$ cat src/rtl/pair_triple_pattern_gen.sv
// Emits a 3-bit triple whose 2-of-3 majority equals the requested outcome, cycling round-robin per outcome.
// resp_val rises LATENCY edges after the accept edge; one request in flight, req_rdy low until the response handshakes.
module pair_triple_pattern_gen #(
    parameter int LATENCY = 1,
    parameter int CNT_W   = 8
) (
    input  logic             clk,
    input  logic             rst,
    input  logic             req_val,
    output logic             req_rdy,
    input  logic             req_want,
    output logic             resp_val,
    input  logic             resp_rdy,
    output logic             resp_in0,
    output logic             resp_in1,
    output logic             resp_in2,
    output logic [CNT_W-1:0] served_count
);

    typedef enum logic [1:0] {
        IDLE = 2'd0,
        CALC = 2'd1,
        RESP = 2'd2
    } state_t;

    localparam logic [3:0] TIMER_INIT = 4'(LATENCY - 1);

    state_t             state_q, state_d;
    logic [3:0]         timer_q, timer_d;
    logic               want_q, want_d;
    logic [1:0]         idx1_q, idx1_d;
    logic [1:0]         idx0_q, idx0_d;
    logic [2:0]         trip_q, trip_d;
    logic [CNT_W-1:0]   cnt_q, cnt_d;

    // Triples as {in2,in1,in0}; want=1 rows have at least two ones, want=0 rows at most one.
    function automatic logic [2:0] pick(input logic want, input logic [1:0] idx);
        logic [2:0] t;
        case ({want, idx})
            3'b100:  t = 3'b011;
            3'b101:  t = 3'b101;
            3'b110:  t = 3'b110;
            3'b111:  t = 3'b111;
            3'b000:  t = 3'b000;
            3'b001:  t = 3'b001;
            3'b010:  t = 3'b010;
            default: t = 3'b100;
        endcase
        return t;
    endfunction

    always_ff @(posedge clk) begin
        if (rst) begin
            state_q <= IDLE;
            timer_q <= '0;
            want_q  <= 1'b0;
            idx1_q  <= '0;
            idx0_q  <= '0;
            trip_q  <= '0;
            cnt_q   <= '0;
        end else begin
            state_q <= state_d;
            timer_q <= timer_d;
            want_q  <= want_d;
            idx1_q  <= idx1_d;
            idx0_q  <= idx0_d;
            trip_q  <= trip_d;
            cnt_q   <= cnt_d;
        end
    end

    always_comb begin
        state_d = state_q;
        timer_d = timer_q;
        want_d  = want_q;
        idx1_d  = idx1_q;
        idx0_d  = idx0_q;
        trip_d  = trip_q;
        cnt_d   = cnt_q;
        case (state_q)
            IDLE: begin
                if (req_val) begin
                    want_d  = req_want;
                    timer_d = TIMER_INIT;
                    state_d = CALC;
                end
            end
            CALC: begin
                if (timer_q == 4'd0) begin
                    trip_d  = pick(want_q, want_q ? idx1_q : idx0_q);
                    state_d = RESP;
                end else begin
                    timer_d = timer_q - 4'd1;
                end
            end
            RESP: begin
                if (resp_rdy) begin
                    if (want_q) begin
                        idx1_d = idx1_q + 2'd1;
                    end else begin
                        idx0_d = idx0_q + 2'd1;
                    end
                    cnt_d   = cnt_q + CNT_W'(1);
                    trip_d  = 3'b000;
                    state_d = IDLE;
                end
            end
            default: state_d = IDLE;
        endcase
    end

    always_comb begin
        req_rdy      = (state_q == IDLE);
        resp_val     = (state_q == RESP);
        resp_in0     = trip_q[0];
        resp_in1     = trip_q[1];
        resp_in2     = trip_q[2];
        served_count = cnt_q;
    end

endmodule

$ cat config.mk
export PLATFORM = sky130hd
export DESIGN_NAME = pair_triple_pattern_gen
export DESIGN_NICKNAME = d
export VERILOG_FILES = /design/src/rtl/pair_triple_pattern_gen.sv
export SDC_FILE = /design/constraint.sdc
export NUM_CORES = 1
export LEC_CHECK = 0
export ABC_AREA = 1
export BUFFER_PORTS_ARGS = -buffer_cell sky130_fd_sc_hd__buf_2
export CORE_UTILIZATION = 35
export CTS_BUF_LIST = sky130_fd_sc_hd__clkbuf_16
export DETAILED_ROUTE_END_ITERATION = 12
export SETUP_SLACK_MARGIN = 0.05
export SLEW_MARGIN = 25
export SYNTH_ARGS = -nofsm -noshare
export SYNTH_HDL_FRONTEND = slang
export SYNTH_SLANG_ARGS = --single-unit
$ cat constraint.sdc
create_clock -name clk -period 1.65 [get_ports clk]
set_input_delay 0.0825 -clock clk [delete_from_list [all_inputs] [get_ports clk]]
set_output_delay 0.0825 -clock clk [all_outputs]
set_load 0.01 [all_outputs]
==> results.cfg, run 1 <==
[route]
wl_um = 1900
drcViolationCount = 0
ant_nets = 0
drt-initial-drc-count = 25
wl_per_cell_um = 9.86
vias_per_cell = 4.73
via_count = 912
drt_pass1_iterations = 4

[clock_network]
cts_root_buf = clkbuf_16
cts_resized = 0
path_clk_slew_ns = 0.05
cts_buffers = 3
cts_max_path_buffers = 2
cts_sinks = 22
clock_latency_ns = 0.25
cts_hold_buf = 0
h-tree-depth = 1
tritoncts = done
cts_setup_buffers = 0

[global_routing]
grt-ovfl-total = 0
grt_pass1_wl_um = 3390
grt_pass1_vias = 788
grt_max_degree = 15
antenna_found_initial = 0
grt_usage_pct = 14.1

[synth]
synth_seq_area_share_pct = 43.4
yosysUniqueCellTypes = 19
synth_fp_nets = 150
syn_area_per_cell_sq_um = 7.10
synth-seq-cells = 22
syn_area_sq_um = 1010
syn_inst = 143
yosys_warnings = 0

[layout]
diodes = 0
nFillCells = 293
final_common_cell = nand2_1
multi_input_area_sq_um = 492
syn_to_final_growth_pct = 19.2
seqCellArea_sq_um = 440
final_cell_mix = 28 x nand2_1, 25 x nor2_1, 22 x dfxtp_1
fin_nets = 171
drive_gt1_share_pct = 14.2

[min_path]
hold-path-cell-count = 4
hold_path_end = timer_q[3]
hp-start = req_val
hp-class = input pin to flop

[pwr]
clockPowerShare_pct = 38.5
ir_worst_vdd_mv = 0.614
power-per-cell-area_nw_per_um2 = 1050
power_frac_seq_pct = 46.4
p_sw_uw = 321
p_leak_nw = 0.545
switching_share_pct = 25.2
pwr-share-comb_pct = 15.1
p_int_uw = 954

[setup_path]
crit_path_end_kind = flop
crit_type = flop to flop
reg2reg_from = timer_q[0]
reg2reg_to = timer_q[0]
reg2reg_depth = 8
start_kind = flop
required_ns = 1.79
reg2reg_slack_ns = 0.30
cp-startpoint = timer_q[0]
cp.arrival_ns = 1.49
cp_max_fo = 7

[place]
post-place-ws_ns = 0.338
port_buffers = 17
hpwlAfterDp_um = 1440
gp_congestion = 0.821

[die]
num_rows = 19
dieArea_sq_um = 3120
die_width_um = 55.8
start_util_pct = 36.8
ios = 18
core_sq_um = 2760
die_h_um = 55.8

[flow_run]
drv_cap = 0

[timing]
slew_violations = 0
finalCritPeriodShare_pct = 81.7
setup_viol = 0
tightest_slew_ns = 0.280
worst_slack_ns = 0.302
fin_setup_tns_ns = 0
rsz0062_at_grt = no
fin_skew_ns = 0.00111
slew-limit-headroom_pct = 81.3
hold_violations = 0
fin_crit_ns = 1.35
fmax_mhz = 742

[status]
outcome = completed
==> per-layer routing <==
metal	share of wire, %	vias to the layer above	global-route usage (%)
li1	-	491	-
met1	49	399	18.5
met2	44	17	20.5
met3	3.8	5	3.49
met4	2.9	0	9.41
met5	0	-	0
==> power groups by stage <==
stage                     Sequential, mW  Combinational [mW]  Clock [mW]
final                              0.591               0.193       0.491
after global routing               0.597               0.224       0.531
after CTS                          0.590               0.195       0.509
after detailed placement           0.601               0.194           0
after global placement             0.600               0.191           0
after floorplan                    0.599               0.146           0
==> through the flow <==
step	instances	total power, mW	hold WS [ns]	util, %	instance area (sq um)
2_1_floorplan	143	0.744	0.240	-	1010
3_3_place_gp	190	0.791	0.387	41.2	1130
3_5_place_dp	190	0.795	0.388	41.2	1130
4_1_cts	193	1.29	0.128	43.9	1210
5_1_grt	193	1.35	0.164	43.9	1210
6_report	193	1.27	0.136	43.9	1210
==> sequential cells by signal, indices dropped and copies added (netlist names) <==
register and flops:
served_count 8, timer_q 4, trip_q 3, idx0_q 2
idx1_q 2, state_q 2, want_q 1
==> cells by family after synthesis <==
family / count (synthesis) / synth area share, %
compound gates: 26 / 13.8
fa+ha+maj: 2 / 2.47
xor+xnor: 2 / 1.73
flops: 22 / 43.4
simple gates: 69 / 30.5
buf+inv: 22 / 8.14
==> worst max path at each step <==
stage	slack, ns	depth (start not counted)	endpoint
2_1_floorplan	0.45	6	timer_q[0]
3_3_place_gp	0.36	8	timer_q[0]
3_5_place_dp	0.34	8	timer_q[0]
4_1_cts	0.31	8	timer_q[0]
5_1_grt	0.15	8	timer_q[0]
6_report	0.30	8	timer_q[0]
==> cell usage after synthesis (all sizes together) <==
cell	number	area share, %
a21oi	14	6.9
clkbuf	1	0.37
dfxtp	22	43
ha	2	2.5
inv	21	7.8
nand2	28	10
nand3	9	5.7
nand4	1	0.62
nor2	26	10
nor3	3	2.0
nor3b	2	1.5
o21a	3	2.2
o21ai	8	3.9
o21bai	1	0.74
xnor2	1	0.86
xor2	1	0.86
==> critical path: stages, from the launching register on <==
cell     delay [ns]
dfxtp_1        0.35
inv_1          0.07
ha_1           0.23
nand3_1        0.10
nand2_1        0.05
nand2_1        0.16
inv_1          0.10
a21oi_1        0.13
nor2_1         0.06
==> cell type report <==
cell class                      instances  area share, %
Multi-Input combinational cell         99           40.6
Tap cell                               31           3.21
Clock buffer                            3           6.20
Sequential cell                        22           36.4
Inverter                               21           6.51
Timing Repair Buffer                   17           7.03
Note: power is estimated with default switching activity, not from simulation.
==> inputs of run 2 (changes only) <==
==> constraint.sdc (replaced) <==
create_clock -name clk -period 1.3 [get_ports clk]
set_input_delay 0.065 -clock clk [delete_from_list [all_inputs] [get_ports clk]]
set_output_delay 0.065 -clock clk [all_outputs]
set_load 0.01 [all_outputs]
==> run 2 against run 1 <==
Hold slack got worse by 0.029 ns; critical path depth rose by 1; sequential power rose by 28%; first-iteration DRC count fell by 36%; flip-flop and latch count did not move; combinational power rose by 66%; count of clock-buffer cells in the layout did not move; critical endpoint is now trip_q[1].
==> results.cfg, run 2 (synthesis results as in run 1) <==
[status]
outcome = completed

[global_routing]
grt_usage_pct = 15.0
antenna_found_initial = 0
grt_max_degree = 15
grt_pass1_wl_um = 3590
grt_pass1_vias = 844
grt-ovfl-total = 0

[setup_path]
cp_max_fo = 5
crit_path_end_kind = flop
cp.arrival_ns = 1.38
required_ns = 1.49
reg2reg_depth = 9
reg2reg_slack_ns = 0.11
reg2reg_from = timer_q[1]
start_kind = flop
reg2reg_to = trip_q[1]
crit_type = flop to flop

[die]
num_rows = 19
die_h_um = 55.8
die_width_um = 55.8
ios = 18
core_sq_um = 2760
dieArea_sq_um = 3120
start_util_pct = 36.8

[clock_network]
cts_buffers = 3
clock_latency_ns = 0.25
cts_sinks = 22
cts_hold_buf = 0
tritoncts = done
path_clk_slew_ns = 0.06
cts_max_path_buffers = 2
cts_root_buf = clkbuf_16
h-tree-depth = 1

[timing]
fmax_mhz = 841
finalCritPeriodShare_pct = 91.5
slew_violations = 0
setup_viol = 0
hold_violations = 0
slew-limit-headroom_pct = 81.4
fin_setup_tns_ns = 0
fin_skew_ns = 0.00234
fin_crit_ns = 1.19
rsz0062_at_grt = yes
tightest_slew_ns = 0.279

[min_path]
hp-start = req_val
hold_path_end = timer_q[3]
hp-class = input pin to flop
hold-path-cell-count = 4

[pwr]
switching_share_pct = 26.4
ir_worst_vdd_mv = 0.915
p_sw_uw = 455
pwr-share-comb_pct = 18.6
power-per-cell-area_nw_per_um2 = 1330
p_leak_nw = 0.586
p_int_mw = 1.27
clockPowerShare_pct = 37.5
power_frac_seq_pct = 43.9

[route]
wl_um = 2050
vias_per_cell = 4.76
via_count = 952
drt-initial-drc-count = 16
wl_per_cell_um = 10.3
drt_pass1_iterations = 4
drcViolationCount = 0
ant_nets = 0

[place]
port_buffers = 17
hpwlAfterDp_um = 1540
dp_cells = 193
gp_congestion = 0.821

[layout]
finalNonFillerCells = 200
syn_to_final_growth_pct = 27.9
drive_gt1_share_pct = 25.4
fin_nets = 177
largest_reg_flops = 8
diodes = 0
final_cell_mix = 27 x nand2_1, 23 x nor2_1, 18 x dfxtp_1
final_common_cell = nand2_1

[flow_run]
drv_cap = 0
-- run 2: changes by cell type in the layout (fill, tap and decap cells not counted), moves of 2 or more --
| cell | change |
|---|---|
| dfxtp_1 | -4 |
| inv_1 | -4 |
| dfxtp_2 | +4 |
| nor2_1 | -2 |
| inv_2 | +4 |
| buf_4 | +6 |
-- run 2: area by class of cell --
| class | instances | area [sq um] |
|---|---|---|
| fillers | 295 | 1460 |
| multi-input cells | 99 | 526 |
| flip-flops and latches | 22 | 445 |
| repair buffers | 23 | 130 |
| inverters | 21 | 78.8 |
| clock buffers | 3 | 75.1 |
| well taps | 31 | 38.8 |
| clock inverters | 1 | 3.75 |
-- run 2: worst max-delay path by stage --
stage	startpoint	to	slack (ns)	cells past startpoint
finish	timer_q[1]	trip_q[1]	0.11	9
global route	timer_q[1]	trip_q[1]	0.006	9
CTS	timer_q[0]	trip_q[1]	0.04	8
detailed placement	timer_q[0]	trip_q[1]	-0.02	8
global placement	state_q[1]	timer_q[0]	0.05	6
floorplan	state_q[1]	timer_q[0]	0.1	6
-- run 2: critical path, cell delays in order, from the launching register on --
cell and delay (ns):
dfxtp_2 0.32, inv_2 0.07, ha_4 0.13, nand3_2 0.07
nor2_1 0.10, buf_4 0.15, inv_2 0.03, nand2_1 0.04
nand2_1 0.07, a21oi_2 0.13
-- run 2: routing by layer --
metal  GRT usage (%)  part of all wire [%]  wire (um)  up-vias
li1                -                     -          -      507
met1            18.3                    47        970      427
met2            23.8                    46        954       13
met3            5.12                   4.2         86        5
met4            7.32                   2.0         42        0
met5               0                     0          0        -
-- run 2: power groups by stage --
stage	registers [mW]	clock network (mW)	logic [mW]
floorplan	0.760	0	0.185
global placement	0.761	0	0.270
detailed placement	0.762	0	0.280
CTS	0.749	0.664	0.292
global route	0.763	0.710	0.361
finish	0.755	0.646	0.320
-- run 2: what timing repair did --
item / in CTS / in global routing
resized for setup: 4 / 12
pin swaps: 0 / 7
endpoints found under the hold margin: 0 / 0
setup endpoints to repair: 6 / 14
buffers inserted: 0 / 3
-- run 2: stage by stage --
step	util [%]	power (mW)	hold WS, ns	cell area, sq um	setup WS (ns)
after floorplan	-	0.945	0.223	1010	0.0988
after global placement	42.0	1.03	0.363	1160	0.0470
after detailed placement	42.0	1.04	0.373	1160	-0.0247
after CTS	45.3	1.71	0.104	1250	0.0442
after global routing	47.1	1.83	0.124	1300	0.00606
final	47.1	1.72	0.107	1300	0.111
